**config.mk**
```make
export PLATFORM = sky130hd
export DESIGN_NAME = mem_ctrl
export DESIGN_NICKNAME = d
export VERILOG_FILES = /design/src/rtl/mem_ctrl_pkg.sv /design/src/rtl/mem_ctrl.sv
export SDC_FILE = /design/constraint.sdc
export NUM_CORES = 1
export LEC_CHECK = 0
export CAP_MARGIN = 40
export CORE_ASPECT_RATIO = 1.1
export CORE_MARGIN = 5
export CORE_UTILIZATION = 50
export CTS_BUF_LIST = sky130_fd_sc_hd__clkbuf_8
export DETAILED_ROUTE_END_ITERATION = 10
export PLACE_DENSITY = 0.79
export SKIP_LAST_GASP = 1
export SLEW_MARGIN = 20
export SYNTH_ARGS = -nofsm -noshare
export SYNTH_HDL_FRONTEND = slang
export SYNTH_SLANG_ARGS = --single-unit
```
**constraint.sdc**
```tcl
create_clock -name clk -period 7.4 [get_ports clk]
set_input_delay 1.11 -clock clk [delete_from_list [all_inputs] [get_ports clk]]
set_output_delay 1.11 -clock clk [all_outputs]
set_load 0.1 [all_outputs]
```
**src/rtl/mem_ctrl_pkg.sv**
```systemverilog
// Shared definitions for the memory controller: access widths, FSM states
// and the IO address-decode value.
package mem_ctrl_pkg;

    localparam logic [1:0] WIDTH_B = 2'd0;
    localparam logic [1:0] WIDTH_H = 2'd1;
    localparam logic [1:0] WIDTH_W = 2'd2;

    localparam logic [1:0] IO_ADDR_HI_DEFAULT = 2'b11;

    typedef enum logic [1:0] {
        ST_IDLE   = 2'd0,
        ST_IFETCH = 2'd1,
        ST_LOAD   = 2'd2,
        ST_STORE  = 2'd3
    } state_e;

    // The illegal encoding 3 falls through to a full word.
    function automatic logic [2:0] width_bytes(input logic [1:0] width);
        case (width)
            WIDTH_B: return 3'd1;
            WIDTH_H: return 3'd2;
            default: return 3'd4;
        endcase
    endfunction

endpackage

```
**src/rtl/mem_ctrl.sv**
```systemverilog
// Arbitrates icache fetches and LSB loads/stores onto one byte-wide RAM/IO
// port, serialising every access into little-endian byte cycles.
//
// state     | meaning
// ST_IDLE   | waiting for a request; LSB wins over icache
// ST_IFETCH | reading 4 bytes for the icache
// ST_LOAD   | reading 1/2/4 bytes for the LSB
// ST_STORE  | writing 1/2/4 bytes, stalling on a full IO buffer
module mem_ctrl
    import mem_ctrl_pkg::*;
#(
    parameter logic [1:0] IO_ADDR_HI = IO_ADDR_HI_DEFAULT
) (
    input  logic        clk,
    input  logic        rst_n,
    input  logic        rdy,
    input  logic        clear,
    input  logic        icache_to_memctrl,
    input  logic [31:0] icache_addr,
    output logic        received,
    output logic        memctrl_to_icache,
    output logic [31:0] inst_out,
    input  logic        lsb_req,
    input  logic        lsb_we,
    input  logic [1:0]  lsb_width,
    input  logic [31:0] lsb_addr,
    input  logic [31:0] lsb_wdata,
    output logic        lsb_received,
    output logic        lsb_done,
    output logic [31:0] lsb_rdata,
    input  logic [7:0]  mem_din,
    output logic [7:0]  mem_dout,
    output logic [31:0] mem_a,
    output logic        mem_wr,
    input  logic        io_buffer_full
);

    state_e      state;
    logic [2:0]  cnt;
    logic [2:0]  nbytes;
    logic [31:0] addr_q;
    logic [31:0] wdata_q;
    logic [31:0] rbuf;

    logic [2:0]  cnt_nx;
    logic [1:0]  byte_idx;
    logic        is_io;

    assign cnt_nx   = cnt + 3'd1;
    // Read byte k arrives one cycle after its address, so it lands while cnt = k+1.
    assign byte_idx = 2'(cnt - 3'd1);
    assign is_io    = (addr_q[17:16] == IO_ADDR_HI);

    always_ff @(posedge clk or negedge rst_n) begin
        if (!rst_n) begin
            state             <= ST_IDLE;
            cnt               <= 3'd0;
            nbytes            <= 3'd0;
            addr_q            <= 32'd0;
            wdata_q           <= 32'd0;
            rbuf              <= 32'd0;
            received          <= 1'b0;
            memctrl_to_icache <= 1'b0;
            inst_out          <= 32'd0;
            lsb_received      <= 1'b0;
            lsb_done          <= 1'b0;
            lsb_rdata         <= 32'd0;
            mem_dout          <= 8'd0;
            mem_a             <= 32'd0;
            mem_wr            <= 1'b0;
        end else if (rdy) begin
            received          <= 1'b0;
            memctrl_to_icache <= 1'b0;
            lsb_received      <= 1'b0;
            lsb_done          <= 1'b0;
            case (state)
                ST_IDLE: begin
                    cnt    <= 3'd0;
                    mem_wr <= 1'b0;
                    if (!clear && lsb_req) begin
                        state        <= lsb_we ? ST_STORE : ST_LOAD;
                        lsb_received <= 1'b1;
                        addr_q       <= lsb_addr;
                        wdata_q      <= lsb_wdata;
                        nbytes       <= width_bytes(lsb_width);
                        mem_a        <= lsb_addr;
                        rbuf         <= 32'd0;
                    end else if (!clear && icache_to_memctrl) begin
                        state    <= ST_IFETCH;
                        received <= 1'b1;
                        addr_q   <= icache_addr;
                        nbytes   <= 3'd4;
                        mem_a    <= icache_addr;
                        rbuf     <= 32'd0;
                    end
                end
                ST_IFETCH, ST_LOAD: begin
                    if (clear) begin
                        state <= ST_IDLE;
                        cnt   <= 3'd0;
                    end else if (cnt == nbytes + 3'd1) begin
                        state <= ST_IDLE;
                        cnt   <= 3'd0;
                        if (state == ST_IFETCH) begin
                            memctrl_to_icache <= 1'b1;
                            inst_out          <= rbuf;
                        end else begin
                            lsb_done  <= 1'b1;
                            lsb_rdata <= rbuf;
                        end
                    end else begin
                        cnt <= cnt_nx;
                        if (cnt != 3'd0)
                            rbuf[{byte_idx, 3'b000} +: 8] <= mem_din;
                        if (cnt_nx < nbytes)
                            mem_a <= addr_q + 32'(cnt_nx);
                    end
                end
                ST_STORE: begin
                    // Stores are already committed to memory, so clear is ignored here.
                    if (cnt == nbytes) begin
                        state    <= ST_IDLE;
                        cnt      <= 3'd0;
                        mem_wr   <= 1'b0;
                        mem_a    <= 32'd0;
                        lsb_done <= 1'b1;
                    end else if (is_io && io_buffer_full) begin
                        mem_wr <= 1'b0;
                    end else begin
                        mem_wr   <= 1'b1;
                        mem_a    <= addr_q + 32'(cnt);
                        mem_dout <= wdata_q[{cnt[1:0], 3'b000} +: 8];
                        cnt      <= cnt_nx;
                    end
                end
                default: state <= ST_IDLE;
            endcase
        end
    end

endmodule

```
# ---- Word level (Yosys, flattened, before mapping)
# Cells that the tools add are included.
dict set report op_classes {
  bitwise_logic 4
  eq_ne 15
  n_mux 47
  magnitude_cmp 1
  reduce_logical 21
  add_sub_neg 6
  shifts 3
}
# cell n
set ops {}
lappend ops {{2-to-1 mux 32 bit} 12}
lappend ops {{one-hot mux 32 bit (3 select lines)} 1}
lappend ops {{adder 32 x 3 -> 32 bit} 2}
lappend ops {{one-hot mux 32 bit (2 select lines)} 1}
lappend ops {{bitwise mux 32 bit} 1}
lappend ops {{variable shift 8 x 7 -> 32 bit (first input constant)} 1}
lappend ops {{indexed part select 32 x 6 -> 8 bit} 1}
lappend ops {{indexed part select 8 x 7 -> 32 bit} 1}
lappend ops {{2-to-1 mux 3 bit} 6}
lappend ops {{2-to-1 mux 1 bit} 16}
lappend ops {{AND reduction 6 bit} 2}
lappend ops {{2-to-1 mux 2 bit} 5}
lappend ops {{!= test 2 bit (second input constant)} 5}
lappend ops {{AND reduction 5 bit} 2}
lappend ops {{!= test 3 bit (second input constant)} 3}
lappend ops {{one-hot mux 3 bit (3 select lines)} 1}
lappend ops {{AND reduction 4 bit} 2}
lappend ops {{negator 5 -> 7 bit} 1}
lappend ops {{adder 3 x 1 -> 3 bit (second input constant)} 2}
lappend ops {{equality test 2 bit (second input constant)} 3}
lappend ops {{equality test 3 bit} 2}
lappend ops {{one-hot mux 2 bit (3 select lines)} 1}
lappend ops {{one-hot mux 3 bit (2 select lines)} 1}
lappend ops {{AND reduction 3 bit} 2}
lappend ops {{12 further kinds} 23}
dict set report word_totals {
  register_bits 213
  output_inout_bits 109
  elab_cells 112
}

# ---- Longest topological paths before layout
# Gate-level depths: netlist (run 1).
dict set report logic_depth {
  ltp_word 8
  mapped_depth 12
  ltp_nobuf 10
}

# ---- Least setup slack after synthesis (run 1)
# Ideal clock, no wire load.
dict set report synth_timing {
  path_type {reg-to-reg}
  start {reg cnt[0]}
  end {reg mem_a[26]}
  required_time_ns 7.275
  period_less_slack_ns 3.685
  setup_slack_ns 3.715
  stages_incl_launch_ff 12
  path_buffers 1
  t_arrival_ns 3.561
  cell_sequence {dfrtp_1 clkbuf_1 inv_1 ha_1 inv_1 fa_1 nand2b_1 a2111oi_1 nand4_1 a221o_1 a21oi_1 o21ai_1}
}
dict set report synth_via {
  elab_chain_cells 6
  word_cells_on_any_way 16
  cone_classes {add/sub: 3; order compare: 1; eq/ne: 5; mux: 6; reduce/logical: 1}
}
# item line_no
set synth_lines {}
lappend synth_lines {{start: declaration} mem_ctrl.sv:39} ;# logic [2:0] cnt;
lappend synth_lines {{start signal: assignment} mem_ctrl.sv:112} ;# cnt <= cnt_nx;
lappend synth_lines {{start signal: assignment} mem_ctrl.sv:133} ;# cnt <= cnt_nx;
lappend synth_lines {{adder 3 x 1 -> 3 bit} mem_ctrl.sv:49} ;# assign cnt_nx = cnt + 3'd1;
lappend synth_lines {{adder 32 x 3 -> 32 bit} mem_ctrl.sv:116} ;# mem_a <= addr_q + 32'(cnt_nx);
lappend synth_lines {{2-to-1 mux 32 bit} mem_ctrl.sv:115} ;# if (cnt_nx < nbytes)
lappend synth_lines {{2-to-1 mux 32 bit} mem_ctrl.sv:101} ;# end else if (cnt == nbytes + 3'd1) begin
lappend synth_lines {{2-to-1 mux 32 bit} mem_ctrl.sv:98} ;# if (clear) begin
lappend synth_lines {{one-hot mux 32 bit (3 select lines)} mem_ctrl.sv:76} ;# case (state)
lappend synth_lines {{end signal: assignment} mem_ctrl.sv:86} ;# mem_a <= lsb_addr;
lappend synth_lines {{end signal: assignment} mem_ctrl.sv:93} ;# mem_a <= icache_addr;
lappend synth_lines {{end signal: assignment} mem_ctrl.sv:116}
lappend synth_lines {{end: declaration} mem_ctrl.sv:33} ;# output logic [31:0] mem_a,
# Parallel ways exist; a longest one is shown, timed or not. The select of a mux whose other input is x is not followed.
# A chain may end at the register's enable or synchronous reset.

# ---- Worst setup path in the final report (run 1)
dict set report layout_timing {
  start {reg cnt[1]}
  end {reg mem_a[18]}
}
# The elaborated chain is that of the path after synthesis.

==> results of run 1 <==
[flip-flops by register name, summed over array words and instances, names as in the netlist]
signal	flops
mem_dout	8
wdata_q	32
nbytes	3
lsb_done	1
mem_wr	1
memctrl_to_icache	1
addr_q	32
lsb_received	1
cnt	3
received	1
inst_out	32
mem_a	32
rbuf	32
lsb_rdata	32
state	2
[report_power, final]
part / internal (W) / switching [W] / total, W
registers: 0.00147 / 0.000327 / 0.00180
clock network: 0.000506 / 0.000471 / 0.000978
logic: 0.00123 / 0.00182 / 0.00304
total: 0.00321 / 0.00262 / 0.00582
[layout make-up]
cell class,count,share of cell area [%]
inverters,28,0.661
clock buffers,41,3.55
multi-input cells,667,31.5
repair buffers,352,27.9
clock inverters,18,0.543
diodes,1,0.0157
well taps,290,2.28
flip-flops and latches,213,33.5
[metrics by stage]
stage | total power, W | hold WS, ps | instances | worst slack (ps)
2_1_floorplan | 0.00358 | 462 | 977 | 3710
5_1_grt | 0.00610 | 364 | 1609 | 3150
3_5_place_dp | 0.00481 | 465 | 1547 | 3280
3_3_place_gp | 0.00422 | 461 | 1434 | 3470
6_report | 0.00582 | 381 | 1610 | 3440
4_1_cts | 0.00581 | 478 | 1606 | 3260
[worst reg2reg max path: stages (launching register included)]
cell,delay [ps]
dfrtp_1,810
inv_1,210
ha_1,480
inv_1,90
fa_1,450
nand2b_1,230
a2111oi_1,840
nand4_1,190
a221o_1,330
a21oi_1,140
o21ai_1,90
[how the worst max path moves through the flow]
stage	startpoint	endpoint	slack, ps
floorplan	cnt[0]	mem_a[26]	3710
global placement	cnt[0]	mem_a[18]	3470
detailed placement	cnt[0]	mem_a[18]	3280
CTS	cnt[0]	mem_a[18]	3260
global route	cnt[1]	mem_a[18]	3150
finish	cnt[1]	mem_a[18]	3440
[metal layers]
metal	GRT usage [%]	wire length, um	share of wire [%]	vias to the layer above
li1	-	-	-	4233
met1	33.7	12700	37	4590
met2	48.5	17700	52	440
met3	4.19	2280	6.7	88
met4	9.07	1190	3.5	0
met5	0	0	0	-
[cells in the final DEF (no fill, tap or decap), types with 11 or more instances in the layout]
cell and n:
clkdlybuf4s50_1 221, dfrtp_1 213, mux2_2 116, nand2_1 107
buf_8 82, o21ai_0 79, clkbuf_8 42, inv_1 39
a21oi_1 38, buf_16 31, a22o_1 30, mux2i_1 28
nor2_1 27, nand4_1 27, nand3_1 22, ha_1 18
buf_4 16, xor2_1 13, nor3_1 12, a31oi_1 11
[kinds of logic (layout without fill, tap and decap cells)]
group | Yosys count | count (layout)
buffers and inverters | 97 | 439
AO/OA/AOI/OAI | 232 | 232
adder cells (fa/ha/maj) | 21 | 21
flip-flops | 213 | 213
AND/OR/NAND/NOR | 238 | 238
XOR/XNOR | 24 | 24
multiplexers | 152 | 152
other | 0 | 1
==> impl_results.md, run 1 <==
- Status: finished, final reports clean
- Number of cells on the worst reg-to-reg path: 10
- Fin. Hold Viols: 0
- CTS Root Cell: clkbuf_8
- Multiplexer share of the synthesized area: 16.5%
- Commonest cells in the netlist: dfrtp_1 (213), mux2_2 (116), nand2_1 (107)
- Minimum clock period: 3960 ps
- Gr ovfl total: 0
- Crit path cell chain: inv_1 > ha_1 > inv_1 > fa_1 > nand2b_1 > a2111oi_1 > nand4_1 > a221o_1 > a21oi_1 > o21ai_1
- Fraction of registers with async set/reset: 100%
- CP delay by family, top: compound AO/OA/AOI/OAI gates
- DRT antenna net count: 0
- Util after Layout: 74.9%
- PwrDens: 366 nW/um2
- Avg WL per Cell: 21.0 um
- Setup_tns: 0 ps
- Worst Path Buf+Inv: 2
- Synth Register Bits: 213
- Tcrit/Tclk final: 53.5%
- CTS Buf Count: 36
- Initial Utilization: 50.4%
- Critical Path AT: 4380 ps
- Vias in the first global route: 9583
- Most frequent cell after synthesis: dfrtp_1
- Mapped Avg Cell Area: 11.0 um2
- Area after DPL: 15200 um2
- CP required: 7820 ps
- LEAKAGE: 6.95 nW
- Top Ports: 223
- Synth warn: 0
- Final setup fails: 0
- IO Port Bufs: 222
- Simple-Gate Fraction of Synth Area: 10.9%
- 1st-iter DRT viols: 616
- GP Congestion: 0.926
- Nets: 1433
- Max Fclk: 0.252 GHz
- Final HPWL DP: 24600 um
- Main combinational cell family by area after synthesis: multiplexers
- VDD IR max: 0.343 mV
- Die width: 149 um
- P&R area growth vs syn: 48.6%
- Reg area: 5330 um2
- Drt pass-1 iters: 6
- Die Ht: 163 um
- Post-Syn Instances: 977
- H-tree depth: 2
- Post-DR vias/cell: 5.81
- Startpoint Class: register
- Worst path max stage delay: 840 ps
- Gr usage total: 27.2%
- Max Cap Viol: 0
- Core Region: 21200 um2
- Synth area leaders: dfrtp_1 (50%), mux2_2 (12%), nand2_1 (3.8%)
- Clk pin slew, worst setup/hold paths: 60 ps
- Row cnt: 56
- Sequential share of the synthesized area: 49.8%
- Worst Hold Class: in2async
- Syn Std Cell Area: 10700 um2
- Drt total wl: 33800 um
- R2r setup slk: 3440 ps
- Design area: 15900 um2
- CTS Hold Buffers Added: 0
- Share of cells above drive strength 1: 24.1%
- Count of clock tree sinks: 213
- Post-Synth XOR/XNOR Area: 2.09%
- Clock skew: 25.1 ps
- Clk_lat worst skew: 530 ps
- CTS tree: yes
- # DRC: 0
- Multi-input gate area: 5010 um2
- First-pass GRT wire length: 52800 um
- Most used DFF post-synth: dfrtp_1
- Worst Tran Pin Value: 867 ps
- Crit Path Class: reg2reg
- Vias: 9351
- Max Slew Vio Count: 0
- Worst flop-to-flop path endpoint: mem_a[18]
- Most numerous cell on the critical path: inv_1
- Post-CTS setup repair buffer count: 0
- Worst path depth: 10
- CP max-delay cell: a2111oi_1
- CP endpoint kind: register
- Yosys top cell by area: dfrtp_1
- Compound-Gate Fraction of Synth Area: 14.5%
- Longest Clk Path Bufs: 3
- Adder-cell area share of the yosys netlist: 2.60%
- Slew HR: 42.1%
- Reg2reg start: cnt[1]
- Count of cell types in the netlist: 69
- Fillers: 1360
- Syn Nets: 1112
- CTS resizes: 0
- EDFF count, synth: 0
- Initial antenna violation count: 0
- Unrepaired setup endpoints after global routing: false
- Die Area: 24400 um2
- Largest net degree at the start of global routing: 99
- Synth top area share: 49.8%
- Critical Path Fanout Max: 16
(Power assumes the default switching activity.)
==> inputs of run 2 (changes only) <==
clock period = 3.7 ns   (was 7.4 ns; I/O delays follow)
==> impl_results.md, run 2 (same netlist as run 1, synthesis figures left out) <==
- Fin. Hold Viols: 0
- Top Ports: 223
- Clock skew: 28.3 ps
- Final HPWL DP: 25500 um
- CTS Root Cell: clkbuf_8
- CP required: 4160 ps
- P&R area growth vs syn: 50.5%
- Setup_tns: 0 ps
- Worst Hold Class: in2async
- Startpoint Class: register
- Post-Layout Cell Count: 1627
- H-tree depth: 2
- Vias: 9351
- CTS tree: yes
- Drt pass-1 iters: 5
- CTS Buf Count: 36
- Initial Utilization: 50.4%
- Tcrit/Tclk final: 85.8%
- Core Region: 21200 um2
- Die Area: 24400 um2
- Avg WL per Cell: 21.6 um
- Crit Path Class: reg2reg
- 1st-iter DRT viols: 612
- IO Port Bufs: 222
- Vias in the first global route: 9864
- Row cnt: 56
- LEAKAGE: 7.06 nW
- Minimum clock period: 3170 ps
- Slew HR: 50.1%
- Max Slew Vio Count: 0
- CP endpoint kind: register
- Count of clock tree sinks: 213
- Die width: 149 um
- Drt total wl: 35200 um
- Most frequent cells in the layout: clkdlybuf4s50_1 (221), dfrtp_1 (213), mux2_2 (116)
- Fillers: 1335
- DP Cell Count: 1558
- Design area: 16100 um2
- Nets: 1443
- Gr usage total: 28.5%
- Unrepaired setup endpoints after global routing: false
- GP Congestion: 0.957
- VDD IR max: 0.714 mV
- Critical Path Fanout Max: 5
- Max Fclk: 0.315 GHz
- Largest net degree at the start of global routing: 100
- Final setup fails: 0
- # DRC: 0
- Gr ovfl total: 0
- DRT antenna net count: 0
- Post-DR vias/cell: 5.75
- Initial antenna violation count: 1
- R2r setup slk: 530 ps
- Post-CTS setup repair buffer count: 0
- WHS: 475 ps
- Clk_lat worst skew: 540 ps
- Worst Tran Pin Value: 743 ps
- PwrDens: 749 nW/um2
- Die Ht: 163 um
- Share of cells above drive strength 1: 25.3%
- Critical Path AT: 3630 ps
- Longest Clk Path Bufs: 3
- Max Cap Viol: 0
- Clk pin slew, worst setup/hold paths: 70 ps
- Commonest non-fill, non-tap cell in the layout: clkdlybuf4s50_1
- Status: finished, final reports clean
- First-pass GRT wire length: 54800 um
- Area after DPL: 15200 um2
==> run 2: power breakdown <==
| part | internal [W] | leakage, nW | switching [W] |
|---|---|---|---|
| clock | 0.00137 | 0.459 | 0.000978 |
| sequential | 0.00295 | 2.79 | 0.000658 |
| combinational | 0.00243 | 3.82 | 0.00368 |
| total | 0.00674 | 7.06 | 0.00531 |
==> run 2: critical path: stages (launching register included) <==
cell	delay, ps
dfrtp_1	450
inv_1	150
ha_1	320
inv_1	60
fa_1	440
nand2b_1	240
a2111oi_2	750
nand2_1	140
or3_1	340
o2111ai_1	80
a22o_1	140
==> run 2: worst paths after layout <==
check	startpoint	cells after the start	end
max	cnt[0]	10	mem_a[20]
min	rst_n	2	lsb_rdata[3]
max reg2reg	cnt[0]	10	mem_a[20]
min reg2reg	mem_a[6]	2	mem_a[6]
max in group asynchronous	rst_n	4	nbytes[0]
min in group clk	mem_a[6]	2	mem_a[6]
==> run 2: repair_timing <==
action	4_1_cts	5_1_grt
endpoints found under the hold margin	0	25
hold buffers	0	1
gates resized for setup	0	0
==> run 2: area by class of cell <==
type                    count  area (um2)  share of cell area, %
well taps                 290         363                   2.25
clock buffers              51         702                   4.36
clock inverters            15         118                  0.730
diodes                      1        2.50                 0.0155
repair buffers            362        4470                   27.8
flip-flops and latches    213        5330                   33.1
inverters                  28         105                  0.653
multi-input cells         667        5010                   31.1
==> run 2: metrics by stage <==
stage          setup slack [ps]  utilization, %  total power, W
2_1_floorplan              14.6               -         0.00716
3_3_place_gp                648            62.5         0.00849
3_5_place_dp                540            71.8         0.00966
4_1_cts                     531            75.7          0.0120
5_1_grt                     356            75.9          0.0126
6_report                    527            75.9          0.0121
==> run 2: metal layers <==
layer,global-route usage [%],vias to the layer above,part of all wire [%]
met5,0,-,0
met3,4.94,71,6.1
met4,10.2,0,3.1
met2,51.1,414,53
met1,34.5,4619,38
li1,-,4247,-
==> inputs of run 3 (changes only) <==
SLEW_MARGIN = 0   (was 20)
==> impl_results.md, run 3 (same netlist as run 1, synthesis figures left out) <==
- Worst Path Buf+Inv: 2
- Gr ovfl total: 0
- WHS: 98.0 ps
- GP Congestion: 0.957
- Final WS setup: 495 ps
- Die width: 149 um
- Internal Power: 0.00670 W
- Share of cells above drive strength 1: 25.1%
- Drt total wl: 35600 um
- Die Ht: 163 um
- CP endpoint kind: register
- Crit Path Class: reg2reg
- Ant diodes: 0
- Post-DR vias/cell: 5.86
- Commonest non-fill, non-tap cell in the layout: clkdlybuf4s50_1
- Gr usage total: 29.1%
- # DRC: 0
- Final setup fails: 0
- Comb power frac: 50.9%
- CTS Root Cell: clkbuf_8
- Initial Utilization: 50.4%
- Max Slew Vio Count: 0
- Design area: 16000 um2
- Minimum clock period: 3210 ps
- Clock group share of total power: 19.1%
- Core Region: 21200 um2
- Tcrit/Tclk final: 86.6%
- IO Port Bufs: 222
- Largest net degree at the start of global routing: 100
- Unrepaired setup endpoints after global routing: false
- Count of clock tree sinks: 213
- Longest Clk Path Bufs: 3
- H-tree depth: 2
- Initial antenna violation count: 0
- 1st-iter DRT viols: 645
- Clk pin slew, worst setup/hold paths: 60 ps
- Crit path cell chain: inv_1 > ha_1 > inv_1 > fa_1 > nand2b_1 > a2111oi_2 > nand2_1 > or3_1 > o2111ai_1 > a22o_1
- Worst Hold Class: in2async
- CTS tree: yes
- CP max-delay cell: a2111oi_2
- Vias: 9504
- Row cnt: 56
- Post-CTS setup repair buffer count: 0
- DRT antenna net count: 0
- PwrDens: 748 nW/um2
- P&R area growth vs syn: 49.8%
- Critical Path AT: 3670 ps
- Fin. Hold Viols: 0
- Area after DPL: 15200 um2
- Die Area: 24400 um2
- CP delay by family, top: compound AO/OA/AOI/OAI gates
- Clock skew: 30.4 ps
- Vias in the first global route: 10100
- CTS Buf Count: 37
- LEAKAGE: 7.03 nW
- Worst path max stage delay: 790 ps
- CTS resizes: 0
- Total power: 0.0120 W
- Clk_lat worst skew: 530 ps
- Max Cap Viol: 0
- Pre-CTS WS: 552 ps
- Critical Path Fanout Max: 5
- Max Fclk: 0.312 GHz
- Top Ports: 223
- Worst Tran Pin Value: 794 ps
- Net Switching: 0.00529 W
- Drt pass-1 iters: 6
- Seq pwr share: 30.0%
- Slew HR: 47.1%
- Setup_tns: 0 ps
- Most numerous cell on the critical path: inv_1
- First-pass GRT wire length: 55800 um
- Nets: 1442
- Final HPWL DP: 25500 um
- Most frequent cells in the layout: clkdlybuf4s50_1 (221), dfrtp_1 (213), mux2_2 (116)
- Sw Ratio: 44.2%
- CP required: 4170 ps
- Avg WL per Cell: 21.9 um
- Status: finished, final reports clean
- Startpoint Class: register
- CTS Hold Buffers Added: 0
- VDD IR max: 0.708 mV
## run 3: changes by cell type in the layout (fill, tap and decap cells not counted)
cell	previous run	this run
clkbuf_8	52	50
buf_16	26	25
diode_2	1	0
inv_1	35	36
clkinv_2	3	2
dlygate4sd3_1	1	0
## run 3: layout make-up
cell class	instances	area, um2
clock inverter	15	116
multi-input combinational	667	5010
timing repair buffer	360	4440
fill	1315	5190
clock buffer	49	674
sequential	213	5330
tap	290	363
inverter	28	105
## run 3: worst paths after layout
path	slack, ps	from	end	cells after the start
min in group clk	480	mem_a[1]	mem_a[1]	1
setup reg to reg	490	cnt[0]	mem_a[20]	10
max in group asynchronous	2610	rst_n	inst_out[23]	2
setup / recovery	490	cnt[0]	mem_a[20]	10
hold / removal	100	rst_n	rbuf[4]	1
hold reg to reg	480	mem_a[1]	mem_a[1]	1
## run 3: power by group through the flow
stage / Combinational, W / Clock (W) / Sequential, W
finish: 0.00610 / 0.00229 / 0.00360
global route: 0.00644 / 0.00242 / 0.00367
CTS: 0.00609 / 0.00231 / 0.00357
detailed placement: 0.00607 / 0 / 0.00359
global placement: 0.00493 / 0 / 0.00356
floorplan: 0.00228 / 0 / 0.00489
## run 3: layer usage
layer / GRT usage (%) / part of all wire, %
met5: 0 / 0
met3: 5.11 / 6.3
met1: 34.8 / 38
met4: 12.2 / 3.7
met2: 51.5 / 52
## run 3: per-stage QoR
step	std cells	utilization, %
final	1622	75.5
after global routing	1622	75.5
after CTS	1622	75.5
after detailed placement	1558	71.8
after global placement	1445	62.5
after floorplan	977	-
